==> config.mk <==
export PLATFORM = sky130hd
export DESIGN_NAME = cla_subtractor_seq
export DESIGN_NICKNAME = d
export VERILOG_FILES = /design/src/rtl/cla_subtractor_seq.sv
export SDC_FILE = /design/constraint.sdc
export NUM_CORES = 1
export LEC_CHECK = 0
export ABC_AREA = 1
export BUFFER_PORTS_ARGS = -buffer_cell sky130_fd_sc_hd__buf_2
export CORE_UTILIZATION = 30
export DETAILED_ROUTE_END_ITERATION = 16
export PLACE_DENSITY = 0.53
export SETUP_SLACK_MARGIN = 0.3
export SLEW_MARGIN = 20
export SYNTH_ARGS = -nofsm -noshare
export SYNTH_HDL_FRONTEND = slang
export SYNTH_SLANG_ARGS = --single-unit
==> constraint.sdc <==
create_clock -name clk -period 2.3 [get_ports clk]
set_input_delay 0.115 -clock clk [delete_from_list [all_inputs] [get_ports clk]]
set_output_delay 0.115 -clock clk [all_outputs]
set_load 0.01 [all_outputs]
==> src/rtl/cla_subtractor_seq.sv <==
// Sequential subtractor: a - b - bin evaluated one 4-bit carry-lookahead nibble per clock.
// Result, borrow-out and signed overflow are registered once the last nibble completes.
module cla_subtractor_seq #(
    parameter int unsigned NIB = 4
) (
    input  logic              clk,
    input  logic              rst,
    input  logic              start,
    input  logic [4*NIB-1:0]  a,
    input  logic [4*NIB-1:0]  b,
    input  logic              bin,
    output logic [4*NIB-1:0]  d,
    output logic              bout,
    output logic              ovf,
    output logic              busy,
    output logic              done
);
    localparam int unsigned W  = 4 * NIB;
    localparam int unsigned CW = (NIB > 1) ? $clog2(NIB) : 1;

    typedef enum logic [1:0] {IDLE, RUN, DONE} state_t;

    state_t         state, state_nx;
    logic [CW-1:0]  cnt;
    logic           carry;
    logic [W-1:0]   a_r, b_r, diff_r, diff_nx;
    logic [3:0]     na, nb, g, p, s;
    logic [4:0]     c;
    logic           last;

    // Subtraction as a + ~b + carry, with carry seeded from ~bin.
    always_comb begin
        na = '0;
        nb = '0;
        for (int unsigned i = 0; i < NIB; i++) begin
            if (cnt == CW'(i)) begin
                na = a_r[4*i +: 4];
                nb = ~b_r[4*i +: 4];
            end
        end
        g    = na & nb;
        p    = na ^ nb;
        c[0] = carry;
        c[1] = g[0] | (p[0] & c[0]);
        c[2] = g[1] | (p[1] & g[0]) | (p[1] & p[0] & c[0]);
        c[3] = g[2] | (p[2] & g[1]) | (p[2] & p[1] & g[0]) | (p[2] & p[1] & p[0] & c[0]);
        c[4] = g[3] | (p[3] & g[2]) | (p[3] & p[2] & g[1]) | (p[3] & p[2] & p[1] & g[0])
             | (p[3] & p[2] & p[1] & p[0] & c[0]);
        s    = p ^ c[3:0];

        diff_nx = diff_r;
        for (int unsigned i = 0; i < NIB; i++) begin
            if (cnt == CW'(i)) diff_nx[4*i +: 4] = s;
        end
        last = (cnt == CW'(NIB - 1));
    end

    always_ff @(posedge clk) begin
        if (rst) state <= IDLE;
        else     state <= state_nx;
    end

    always_comb begin
        state_nx = state;
        busy     = 1'b0;
        done     = 1'b0;
        case (state)
            IDLE: if (start) state_nx = RUN;
            RUN: begin
                busy = 1'b1;
                if (last) state_nx = DONE;
            end
            DONE: begin
                done     = 1'b1;
                state_nx = IDLE;
            end
            default: state_nx = IDLE;
        endcase
    end

    always_ff @(posedge clk) begin
        if (rst) begin
            cnt    <= '0;
            carry  <= 1'b0;
            a_r    <= '0;
            b_r    <= '0;
            diff_r <= '0;
            d      <= '0;
            bout   <= 1'b0;
            ovf    <= 1'b0;
        end else begin
            case (state)
                IDLE: begin
                    if (start) begin
                        a_r   <= a;
                        b_r   <= b;
                        cnt   <= '0;
                        carry <= ~bin;
                    end
                end
                RUN: begin
                    diff_r <= diff_nx;
                    carry  <= c[4];
                    cnt    <= cnt + CW'(1);
                    if (last) begin
                        d    <= diff_nx;
                        bout <= ~c[4];
                        ovf  <= (a_r[W-1] != b_r[W-1]) && (diff_nx[W-1] != a_r[W-1]);
                    end
                end
                default: ;
            endcase
        end
    end
endmodule

# After elaboration in Yosys (flattened, before gate mapping)
# Index checks and enable logic that the tools add are counted.
# totals
register_bits,71
latchBits,0
ramBits,0
rom_bits,0
input_bits,36
out_inout_bits,20
elab_cells,83
mem_count,0
# classes
addsub,1
n_mul,0
div,0
n_lt_le_gt_ge,0
n_eq_ne,9
shift,0
muxes,21
bitwise,35
reduce_logical,8
# op_table
cell,n
2-to-1 mux 4 bit,12
AND 1 bit,16
inverter 4 bit,4
bitwise OR 1 bit,10
one-hot mux 2 bit (2 select lines),2
AND reduction 2 bit,4
bitwise XOR 4 bit,2
"equality test 2 bit, second input constant",3
2-to-1 mux 2 bit,3
AND 4 bit,1
"equality test 2 x 1 -> 1 bit, second input constant",2
logical NOT 2 bit,2
"!= test 2 bit, second input constant",2
2-to-1 mux 1 bit,3
"adder 2 x 1 -> 2 bit, second input constant",1
!= test 1 bit,2
inverter 1 bit,2
one-hot mux 1 bit (2 select lines),1
nonzero test 2 bit,1
logical AND 1 bit,1

# Depth between registers and ports, before layout
# depth
ltp_word,14
depth_mapped,18
depth_no_buf,18

# Worst setup path after synthesis
# Ideal clock, no wire load.
# synth_path
kind,reg2reg
startpoint,reg cnt[1]
endpoint,reg diff_r[2]
setup_time_ns,0.109
arrival_time_ns,2.364
t_required_ns,2.191
slack_ns,-0.173
stages_incl_launch_ff,16
n_path_buf,1
period_less_slack_ns,2.473
cell_sequence,dfxtp_1 inv_1 ha_1 inv_1 buf_2 o22ai_1 o21ai_0 o21ai_0 ha_1 nand2_1 nand3_1 xor2_1 o21ai_0 nand2_1 nand2_1 inv_1
# synth_between
elab_chain_len,11
word_cells_on_any_way,21
classes_between,eq/ne: 3; mux: 9; bitwise: 8; reduce/logical: 1
# synth_rtl
item,line_no,rtl
from (decl),24,logic [CW-1:0] cnt;
from (signal assigned),104,cnt <= cnt + CW'(1);
logical NOT 2 bit,"36, 53",
2-to-1 mux 4 bit (4 in series),36,if (cnt == CW'(i)) begin
bitwise XOR 4 bit / AND 4 bit (equally long branches),"42, 41",
AND 1 bit,45,c[2] = g[1] | (p[1] & g[0]) | (p[1] & p[0] & c[0]);
bitwise OR 1 bit / AND 1 bit (equally long branches),45,
bitwise OR 1 bit,45,
bitwise XOR 4 bit,49,s = p ^ c[3:0];
2-to-1 mux 4 bit (*),53,if (cnt == CW'(i)) diff_nx[4*i +: 4] = s;
to (signal assigned),102,diff_r <= diff_nx;
to (decl),26,"logic [W-1:0] a_r, b_r, diff_r, diff_nx;"
# Mark *: on every way between the ends. The rest lies on a longest branch, timed or not.
# A chain may end at the register's enable or synchronous reset.

# Worst setup path after layout
# layout_path
startpoint,reg cnt[1]
endpoint,reg diff_r[11]
# layout_between
elab_chain_len,12
word_cells_on_any_way,24
classes_between,eq/ne: 3; mux: 9; bitwise: 11; reduce/logical: 1
# layout_rtl
item,line_no,rtl
logical NOT 2 bit,36,
2-to-1 mux 4 bit (4 in series),36,
bitwise XOR 4 bit / AND 4 bit (equally long branches),"42, 41",
AND 1 bit,46,c[3] = g[2] | (p[2] & g[1]) | (p[2] & p[1] & g[0]) | (p[2] & p[1] & p[0] & c[0]);
bitwise OR 1 bit / AND 1 bit (equally long branches) (2 in series),46,
bitwise OR 1 bit,46,
bitwise XOR 4 bit,49,
2-to-1 mux 4 bit (*),53,
# Marked as above.

==> run_results.csv <==
group,metric,value,unit
run_status,status,"finished with violations",
run_status,violations,"negative setup slack",
job,max-cap-violations,0,
floorplanning,ios,56,
floorplanning,initial_core_util,31.2,%
clock_network,cts-buffers-inserted,9,
layout,area_growth,37.0,%
critical_path,r2r_start,"cnt[1]",
grt,use_met1,20.3,%
synth,synthFlopType,"dfxtp_1",
routing,drtPass1Iterations,4,
placed_design,dp_hpwl,5690,µm
layout,layout-drive-gt1-share,36.6,%
critical_path,crit_slowest_cell,"dfxtp_4",
layout,fin_nets,532,
synth,netlist_area,3060,µm²
sta,relSlewSlack,76.5,%
sta,max_freq,422,MHz
placed_design,io_buffers,55,
critical_path,cp.arrival,2630,ps
sta,fin_crit,2370,ps
sta,finalMaxSlewViolations,0,
sta,tightest_slew,351,ps
sta,finalHoldViolCount,0,
clock_network,root_buffer,"clkbuf_8",
floorplanning,die_y,103,µm
critical_path,rrSetupSlack,-70,ps
routing,first_iter_violations,75,
grt,use_met3,4.61,%
synth,syn_inst,405,
worst_hold_path,hp-class,"in -> reg",
grt,top_usage_layer,"met2",
synth,synth_top_area_cell,"dfxtp_1",
pwr,p_per_area,784,nW/µm²
worst_hold_path,hp-start,"b[3]",
grt,grt_overflow_total,0,
routing,dr_total_vias,2842,
grt,grtUsageTotal,15.6,%
grt,grt_pass1_vias,2570,
layout,final_util,42.8,%
floorplanning,die_width,103,µm
critical_path,r2r_cells,16,
clock_network,clkSlewWorstSetupHoldPaths,80,ps
synth,ys_top_cells_by_area,"dfxtp_1 (44%), nor2_1 (9.6%), o21ai_0 (9.5%)",
critical_path,required,2560,ps
sta,final.setup.worst_slack,-68.4,ps
synth,syn-num-nets,450,
floorplanning,die_area,10600,µm²
pwr,leakagePower,1.94,nW
routing,wl,7830,µm
clock_network,clock_latency,360,ps
synth,syn_avg_cell_area,7.57,µm²
critical_path,endpoint_kind,"flop",
sta,period_share,103,%
critical_path,cp_cell_sequence,"buf_4 -> ha_4 -> buf_4 -> a21oi_2 -> o21ai_1 -> o21ai_1 -> ha_1 -> or2_0 -> nand2_2 -> nand2_4 -> nand2_4 -> nand3_2 -> o21ai_2 -> nand2_1 -> nand2_1 -> inv_1",
clock_network,cts_tree,"built",
grt,grt_use_met2,24.8,%
layout,fill_cells,1046,
clock_network,clkSinkCount,68,
worst_hold_path,min_path_cells,3,
clock_network,clock_path_buffers,2,
critical_path,r2r_end,"diff_r[11]",
pwr,vdd.ir_drop.worst,321,µV
grt,grt_pass1_wl,12500,µm
critical_path,critPathKind,"reg -> reg",
sta,grt_setup_unrepaired,"yes",
grt,antenna_found_initial,0,
synth,synth_top_area_share,44.4,%
routing,vias_per_cell,4.55,
sta,fin_skew,9.93,ps
synth,async_flop_share,0,%
synth,synth_cell_type_count,30,
routing,wl_per_cell,12.5,µm
worst_hold_path,whs_endpoint,"b_r[3]",
layout,num_antenna_cells,0,
clock_network,cts_max_level,3,
synth,synth.yosys.warnings,0,
routing,drt.antenna.violating_nets,0,
synth,synth_edf_count,0,
synth,ys_seq_elements,68,
floorplanning,num_rows,36,
placed_design,gp_congestion,0.849,
routing,drt_drc_violations_left,0,
grt,grt_max_degree,32,
critical_path,cp_max_fo,6,
placed_design,dpl_worst_slack,-127,ps
sta,setup_violations,6,
floorplanning,core-area,9820,µm²
critical_path,slowest_delay,370,ps
synth,synth_seq_area_share,44.4,%
critical_path,setup.worst_path.start_class,"flop",
[worst max-delay path: cells and delay by family (launching register included)]
family	cells	cell delay [ps]
flops	1	370
buf+inv	3	320
fa+ha+maj	2	470
compound gates	4	370
simple gates	7	750
[how the worst max path moves through the flow]
stage / cells after the start / to / slack, ps / start
2_1_floorplan: 16 / diff_r[11] / 90 / cnt[0]
3_3_place_gp: 15 / ovf / -100 / cnt[0]
3_5_place_dp: 14 / ovf / -130 / cnt[0]
4_1_cts: 15 / diff_r[11] / -30 / cnt[1]
5_1_grt: 16 / diff_r[11] / -180 / cnt[0]
6_report: 16 / diff_r[11] / -70 / cnt[1]
[power breakdown]
| group | switching, W | leakage (nW) | internal (W) | total (W) |
|---|---|---|---|---|
| combinational | 0.000544 | 1.28 | 0.000440 | 0.000984 |
| sequential | 0.0000555 | 0.560 | 0.00125 | 0.00131 |
| clock | 0.000473 | 0.0983 | 0.000527 | 0.00100 |
| total | 0.00107 | 1.94 | 0.00222 | 0.00329 |
[state kept, by name (all words and copies together) (netlist names)]
register / count
diff_r: 13
bout: 1
a_r: 16
carry: 1
b_r: 16
cnt: 2
state: 2
ovf: 1
d: 16
[what timing repair did]
| action | CTS | global route |
|---|---|---|
| pin swaps | 15 | 16 |
| gates resized for setup | 27 | 39 |
| hold endpoints to repair | 4 | 0 |
| hold buffers | 4 | 0 |
| endpoints found under the setup margin | 32 | 32 |
| buffers inserted | 4 | 6 |
[cell families (layout without fill, tap and decap cells)]
logic type / Yosys count / in the layout / synth area share (%)
AOI/OAI and AO/OA: 105 / 105 / 19.4
adders and majority gates: 9 / 9 / 3.92
and+or+nand+nor: 164 / 164 / 22.6
xor gates and xnor gates: 3 / 3 / 0.858
muxes: 3 / 3 / 0.980
buffers and inverters: 53 / 140 / 7.80
DFF: 68 / 68 / 44.4
[synth_stat cells (3+ instances only)]
cell and n:
o21ai_2 11, mux2i_1 3, ha_1 8, clkbuf_1 8, inv_2 3, inv_1 26, o211ai_1 8, o22ai_1 4
dfxtp_1 68, nor2_1 78, o21ai_0 58, nand3_1 17, a21oi_1 21, nand2_1 60, buf_2 10, buf_6 3
[through the flow]
stage / setup TNS [ps] / cell area, µm² / std cells / hold WS, ps / total power, W
floorplan: 0 / 3160 / 405 / 279 / 0.00180
global placement: -812 / 3630 / 595 / 365 / 0.00205
detailed placement: -1590 / 3630 / 595 / 372 / 0.00205
CTS: -97.1 / 4010 / 619 / 4.97 / 0.00316
global route: -1400 / 4200 / 625 / 17.0 / 0.00349
finish: -253 / 4200 / 625 / 12.3 / 0.00329
[layer usage]
metal  wire (µm)  up-vias
met4          78        0
met1        3780     1282
met2        3620       62
met5           0        -
met3         350        9
li1            -     1489
[final cells by class]
| type | count | area, µm² | share of cell area [%] |
|---|---|---|---|
| Multi-Input combinational cell | 284 | 1740 | 41.4 |
| Sequential cell | 68 | 1370 | 32.6 |
| Timing Repair Buffer | 92 | 583 | 13.9 |
| Tap cell | 133 | 166 | 3.96 |
| Inverter | 32 | 140 | 3.34 |
| Clock buffer | 10 | 138 | 3.28 |
| Clock inverter | 6 | 63.8 | 1.52 |
[placed cells by master, fill, tap and decap left out, types with 3 or more instances in the layout]
cell type,count
buf_2,55
ha_1,3
nand2_1,50
inv_1,20
nor2_1,78
dlygate4sd3_1,4
dfxtp_1,66
inv_2,5
nand2_2,9
inv_4,5
o21ai_1,10
a21oi_1,15
clkbuf_8,10
nand2_4,3
buf_4,30
nand3_2,6
nand3_1,9
a21oi_2,6
o211ai_1,8
ha_4,5
o21ai_2,19
o21ai_0,41
No activity file was read; power rests on OpenSTA's default activity.
